**src/rtl/m2vmc_resadd.sv**
```systemverilog
// Motion-compensation residual adder: walks the 32 pair addresses of the IDCT read
// page, adds residuals to prediction pixels, clips to 0..255 and streams the pairs.
`timescale 1ns/1ps
module m2vmc_resadd #(
    parameter int OFIFO_DEPTH = 3
) (
    input  logic              clk,
    input  logic              reset_n,
    input  logic              softreset,
    input  logic              blk_start,
    input  logic              blk_coded,
    input  logic              blk_intra,
    output logic              ready_mc,
    output logic              pixel_coded,
    output logic [4:0]        pixel_addr,
    input  logic signed [8:0] pixel_data0,
    input  logic signed [8:0] pixel_data1,
    input  logic              pred_valid,
    output logic              pred_ready,
    input  logic [15:0]       pred_data,
    output logic              rec_valid,
    input  logic              rec_ready,
    output logic [15:0]       rec_data,
    output logic              rec_last,
    output logic              blk_done
);
    localparam int PW = (OFIFO_DEPTH > 1) ? $clog2(OFIFO_DEPTH) : 1;
    localparam int CW = $clog2(OFIFO_DEPTH + 1);
    localparam logic [CW:0] DEPTH_C = (CW + 1)'(OFIFO_DEPTH);

    typedef enum logic [1:0] {S_IDLE, S_RUN, S_DRAIN} state_t;

    function automatic logic [7:0] clip_pix(input logic [7:0] pred,
                                            input logic signed [8:0] res);
        logic signed [9:0] sum;
        sum = $signed({2'b00, pred}) + $signed({res[8], res});
        if (sum < 10'sd0)
            clip_pix = 8'd0;
        else if (sum > 10'sd255)
            clip_pix = 8'd255;
        else
            clip_pix = sum[7:0];
    endfunction

    function automatic logic [PW-1:0] ptr_inc(input logic [PW-1:0] ptr);
        if (ptr == PW'(OFIFO_DEPTH - 1))
            ptr_inc = '0;
        else
            ptr_inc = ptr + 1'b1;
    endfunction

    state_t          state_q, state_d;
    logic [5:0]      cnt_q, cnt_d;
    logic            coded_q, coded_d;
    logic            intra_q, intra_d;
    logic            sb_valid_q, sb_valid_d;
    logic [15:0]     sb_pred_q, sb_pred_d;
    logic            sb_last_q, sb_last_d;
    logic [PW-1:0]   wr_ptr_q, wr_ptr_d;
    logic [PW-1:0]   rd_ptr_q, rd_ptr_d;
    logic [CW-1:0]   fcnt_q, fcnt_d;
    logic            blk_done_q, blk_done_d;
    logic [16:0]     fifo_mem [OFIFO_DEPTH];

    logic [CW:0]       credit;
    logic              issue;
    logic              push;
    logic              pop;
    logic [16:0]       head;
    logic [16:0]       push_entry;
    logic signed [8:0] res0;
    logic signed [8:0] res1;

    // Issue stage: stage B is charged against the FIFO credit so the FIFO cannot overflow
    always_comb begin
        credit     = {1'b0, fcnt_q} + {{CW{1'b0}}, sb_valid_q};
        issue      = (state_q == S_RUN) && !cnt_q[5] && (intra_q || pred_valid)
                     && (credit < DEPTH_C) && !softreset;
        rec_valid  = (fcnt_q != '0);
        pop        = rec_valid && rec_ready;
        push       = sb_valid_q;
        head       = fifo_mem[rd_ptr_q];
        res0       = coded_q ? pixel_data0 : 9'sd0;
        res1       = coded_q ? pixel_data1 : 9'sd0;
        push_entry = {sb_last_q, clip_pix(sb_pred_q[15:8], res1),
                      clip_pix(sb_pred_q[7:0], res0)};
    end

    always_comb begin
        state_d    = state_q;
        cnt_d      = cnt_q;
        coded_d    = coded_q;
        intra_d    = intra_q;
        sb_valid_d = issue;
        sb_pred_d  = sb_pred_q;
        sb_last_d  = sb_last_q;
        wr_ptr_d   = push ? ptr_inc(wr_ptr_q) : wr_ptr_q;
        rd_ptr_d   = pop ? ptr_inc(rd_ptr_q) : rd_ptr_q;
        fcnt_d     = fcnt_q;
        blk_done_d = 1'b0;

        case ({push, pop})
            2'b10:   fcnt_d = fcnt_q + 1'b1;
            2'b01:   fcnt_d = fcnt_q - 1'b1;
            default: fcnt_d = fcnt_q;
        endcase

        if (issue) begin
            cnt_d     = cnt_q + 6'd1;
            sb_pred_d = intra_q ? 16'h0000 : pred_data;
            sb_last_d = (cnt_q[4:0] == 5'd31);
        end

        case (state_q)
            S_IDLE: begin
                if (blk_start) begin
                    coded_d = blk_coded;
                    intra_d = blk_intra;
                    cnt_d   = 6'd0;
                    state_d = S_RUN;
                end
            end
            S_RUN: begin
                if (cnt_q[5])
                    state_d = S_DRAIN;
            end
            S_DRAIN: begin
                // Pair 31 is always the final entry, so its acceptance empties the pipe
                if (pop && head[16] && (fcnt_q == CW'(1)) && !sb_valid_q) begin
                    state_d    = S_IDLE;
                    blk_done_d = 1'b1;
                end
            end
            default: state_d = S_IDLE;
        endcase

        if (softreset) begin
            state_d    = S_IDLE;
            cnt_d      = 6'd0;
            coded_d    = 1'b0;
            intra_d    = 1'b0;
            sb_valid_d = 1'b0;
            wr_ptr_d   = '0;
            rd_ptr_d   = '0;
            fcnt_d     = '0;
            blk_done_d = 1'b0;
        end
    end

    always_ff @(posedge clk or negedge reset_n) begin
        if (!reset_n) begin
            state_q    <= S_IDLE;
            cnt_q      <= 6'd0;
            coded_q    <= 1'b0;
            intra_q    <= 1'b0;
            sb_valid_q <= 1'b0;
            wr_ptr_q   <= '0;
            rd_ptr_q   <= '0;
            fcnt_q     <= '0;
            blk_done_q <= 1'b0;
        end else begin
            state_q    <= state_d;
            cnt_q      <= cnt_d;
            coded_q    <= coded_d;
            intra_q    <= intra_d;
            sb_valid_q <= sb_valid_d;
            wr_ptr_q   <= wr_ptr_d;
            rd_ptr_q   <= rd_ptr_d;
            fcnt_q     <= fcnt_d;
            blk_done_q <= blk_done_d;
        end
    end

    // Stage B / FIFO payload: data-only registers, qualified by the control valids
    always_ff @(posedge clk) begin
        sb_pred_q <= sb_pred_d;
        sb_last_q <= sb_last_d;
        if (push)
            fifo_mem[wr_ptr_q] <= push_entry;
    end

    assign ready_mc    = (state_q == S_IDLE);
    assign pixel_coded = coded_q;
    assign pixel_addr  = cnt_q[4:0];
    assign pred_ready  = issue && !intra_q;
    assign rec_data    = rec_valid ? head[15:0] : 16'h0000;
    assign rec_last    = rec_valid && head[16];
    assign blk_done    = blk_done_q;

endmodule

```
**config.mk**
```make
export PLATFORM = sky130hd
export DESIGN_NAME = m2vmc_resadd
export DESIGN_NICKNAME = d
export VERILOG_FILES = /design/src/rtl/m2vmc_resadd.sv
export SDC_FILE = /design/constraint.sdc
export NUM_CORES = 1
export LEC_CHECK = 0
export ABC_AREA = 0
export BUFFER_PORTS_ARGS = -buffer_cell sky130_fd_sc_hd__buf_2
export CAP_MARGIN = 30
export CORE_MARGIN = 2
export CORE_UTILIZATION = 55
export DETAILED_ROUTE_END_ITERATION = 8
export PLACE_DENSITY_LB_ADDON = 0.2
export SLEW_MARGIN = 20
export SYNTH_ARGS = -nofsm -noshare
export SYNTH_HDL_FRONTEND = slang
export SYNTH_SLANG_ARGS = --single-unit
export TNS_END_PERCENT = 100
```
**constraint.sdc**
```tcl
create_clock -name clk -period 3.8 [get_ports clk]
set_input_delay 0.76 -clock clk [delete_from_list [all_inputs] [get_ports clk]]
set_output_delay 0.76 -clock clk [all_outputs]
set_load 0.01 [all_outputs]
```
==> impl_metrics.env <==
export IMPL_status="completed"
export IMPL_critPathSlowestCell="dfrtp_1"
export IMPL_fin_nets=526
export IMPL_dp_slack_ns=0.689
export IMPL_drv_cap=0
export IMPL_synthMuxAreaShare=0.0447
export IMPL_area_growth_pct=14.6
export IMPL_critPathMaxFanout=25
export IMPL_grt_antenna_before_repair=0
export IMPL_period_minus_slack_ns=3.14
export IMPL_die_w_um=94.5
export IMPL_syn_num_nets=460
export IMPL_io_buffers=68
export IMPL_drt_wirelength_per_cell_um=15.2
export IMPL_synth_top_family_by_area="simple AND/OR/NAND/NOR gates"
export IMPL_fin_crit_sh=0.827
export IMPL_worstPathArrival_ns=3.20
export IMPL_critPathCaptureType="flop"
export IMPL_ant_nets=0
export IMPL_dp_hpwl_um=6250
export IMPL_drive_gt1_frac=0.213
export IMPL_crit_path_cell_trace="and2_1, ha_1, inv_1, fa_1, nand2b_1, a211oi_1, o311ai_1, nand2_1, a21oi_1"
export IMPL_first_pass_iters=4
export IMPL_worstSetupPathType="flop to flop"
export IMPL_ir_drop_mv=0.208
export IMPL_cts_root_buf="clkbuf_8"
export IMPL_worstHoldPathType="primary input to asynchronous set/reset pin"
export IMPL_syn_area_mm2=0.00451
export IMPL_tightest_slew_ns=0.792
export IMPL_synthFlopType="edfxtp_1"
export IMPL_final_hold_viol_count=0
export IMPL_finalSetupViolations=0
export IMPL_cts_tree="built"
export IMPL_relSlewSlack=0.470
export IMPL_cp_start_kind="flop"
export IMPL_final_core_util=0.638
export IMPL_whs_ns=0.325
export IMPL_cts_sink_count=86
export IMPL_required_ns=3.86
export IMPL_die_area_mm2=0.00894
export IMPL_cp_num_buf_inv=1
export IMPL_stdcell_area_mm2=0.00516
export IMPL_p_leak_uw=0.00210
export IMPL_synth_yosys_seq_area_share=0.553
export IMPL_async_reset_ff_frac=0.209
export IMPL_clk_latency_ns=0.36
export IMPL_fp_dieH_um=94.5
export IMPL_drc=0
export IMPL_fin_skew_ns=0.0179
export IMPL_vias_per_cell=5.43
export IMPL_fin_ws_ns=0.657
export IMPL_io_pins=69
export IMPL_hold_buffers=0
export IMPL_synth_seq_cells=86
export IMPL_clk_pin_slew_ns=0.10
export IMPL_p_per_area_mw_per_mm2=454
export IMPL_synthAdderAreaFrac=0.0699
export IMPL_critical_path_top_delay_family="flip-flops"
export IMPL_yosysWarnings=0
export IMPL_gp_congestion=0.779
export IMPL_cts_buffers=9
export IMPL_diodes=0
export IMPL_vias=3096
export IMPL_synth_cells=394
export IMPL_rows=33
export IMPL_post_cts_buffers=0
export IMPL_final_setup_tns_ns=0
export IMPL_cts_resized=0
export IMPL_cpPeakStageDelay_ns=0.82
export IMPL_avgSynthCellArea_um2=11.4
export IMPL_grt_first_pass_wirelength_um=14500
export IMPL_grt_max_degree=26
export IMPL_start_util=0.557
export IMPL_synthSimpleGateAreaFrac=0.149
export IMPL_drtIter0Drc=157
export IMPL_grt_overflow=0
export IMPL_cts_buffer_depth=2
export IMPL_rsz0062_at_grt="no"
export IMPL_synth_xor_area_frac=0.0291
export IMPL_fmax_mhz=318
export IMPL_slew_viol_final=0
export IMPL_routed_wl_um=8650
export IMPL_htree_num_levels=3
export IMPL_grtUsageTotal=0.211
export IMPL_placed_cell_area_mm2=0.00494
export IMPL_core_mm2=0.00809
export IMPL_synth_compound_area_frac=0.122
export IMPL_synth_cell_types=51
export IMPL_synth_edff_count=68
export IMPL_grt_pass1_vias=2976
[state kept, by name (all words and copies together), names as in the netlist]
register / count
sb_last_q: 1
intra_q: 1
fifo_mem: 51
fcnt_q: 2
pixel_coded: 1
rd_ptr_q: 2
state_q: 2
cnt_q: 6
blk_done: 1
sb_pred_q: 16
push: 1
wr_ptr_q: 2
[worst paths after layout]
path,startpoint,endpoint,slack [ns],cells past startpoint
min in group clk,sb_last_q,fifo_mem[1][16],0.50,0
worst max-delay path,pixel_coded,fifo_mem[1][2],0.66,9
worst min-delay path,reset_n,cnt_q[2],0.32,1
worst min register to register,sb_last_q,fifo_mem[1][16],0.50,0
max in group asynchronous,reset_n,push,3.16,1
worst max register to register,pixel_coded,fifo_mem[1][2],0.66,9
[where the power goes]
part	leakage, uW	total [uW]	switching, uW	internal (uW)
Combinational	0.00113	516	297	219
Clock	0.000108	724	346	378
Sequential	0.000861	1110	43.1	1060
[routing by layer]
metal | vias up | share of wire | track usage
li1 | 1561 | - | -
met1 | 1452 | 0.47 | 0.295
met2 | 76 | 0.48 | 0.332
met3 | 7 | 0.043 | 0.0375
met4 | 0 | 0.012 | 0.0845
met5 | - | 0 | 0
[layout by cell type, fill, tap and decap left out, drive strengths merged, types with 3 or more instances in the layout]
cell type,Yosys,routed
xor2,11,11
nand2,14,14
nor2b,18,18
nand2b,8,8
edfxtp,68,68
clkbuf,7,9
a211oi,10,10
nand3b,3,3
inv,11,13
nor3,3,3
buf,12,74
xnor2,4,4
nor2,55,55
o311ai,3,3
ha,22,22
or2,3,3
dfrtp,18,18
o211ai,4,4
nor3b,3,3
o21ai,11,11
and2,15,15
a21oi,46,46
mux2i,19,19
[metrics by stage]
| stage | power (uW) | instances |
|---|---|---|
| global route | 2470 | 570 |
| CTS | 2370 | 570 |
| global placement | 1630 | 554 |
| floorplan | 1470 | 394 |
| finish | 2350 | 570 |
| detailed placement | 1650 | 554 |
[cell type report]
class,instances,area (um2)
clock buffers,9,124
clock inverters,7,104
fillers,674,2930
inverters,11,41.3
multi-input cells,278,1890
flip-flops and latches,86,2490
well taps,105,131
repair buffers,74,385
[cell families (layout without fill, tap and decap cells)]
logic type,count (synthesis),count (layout)
AOI/OAI and AO/OA,89,89
xor gates and xnor gates,15,15
adders and majority gates,24,24
buffers and inverters,30,101
DFF,86,86
muxes,20,20
and+or+nand+nor,130,130
[synthesized netlist by cell type, types with 10 or more instances]
library cell  instances  area share
a211oi_1             10       0.017
a21oi_1              45       0.050
and2_1               15       0.021
dfrtp_1              18        0.10
edfxtp_1             68        0.45
ha_1                 22       0.061
inv_1                11      0.0092
mux2i_1              19       0.042
nand2_1              14       0.012
nor2_1               54       0.045
nor2b_1              18       0.025
xor2_1               11       0.021
No activity file was read; power rests on OpenSTA's default activity.
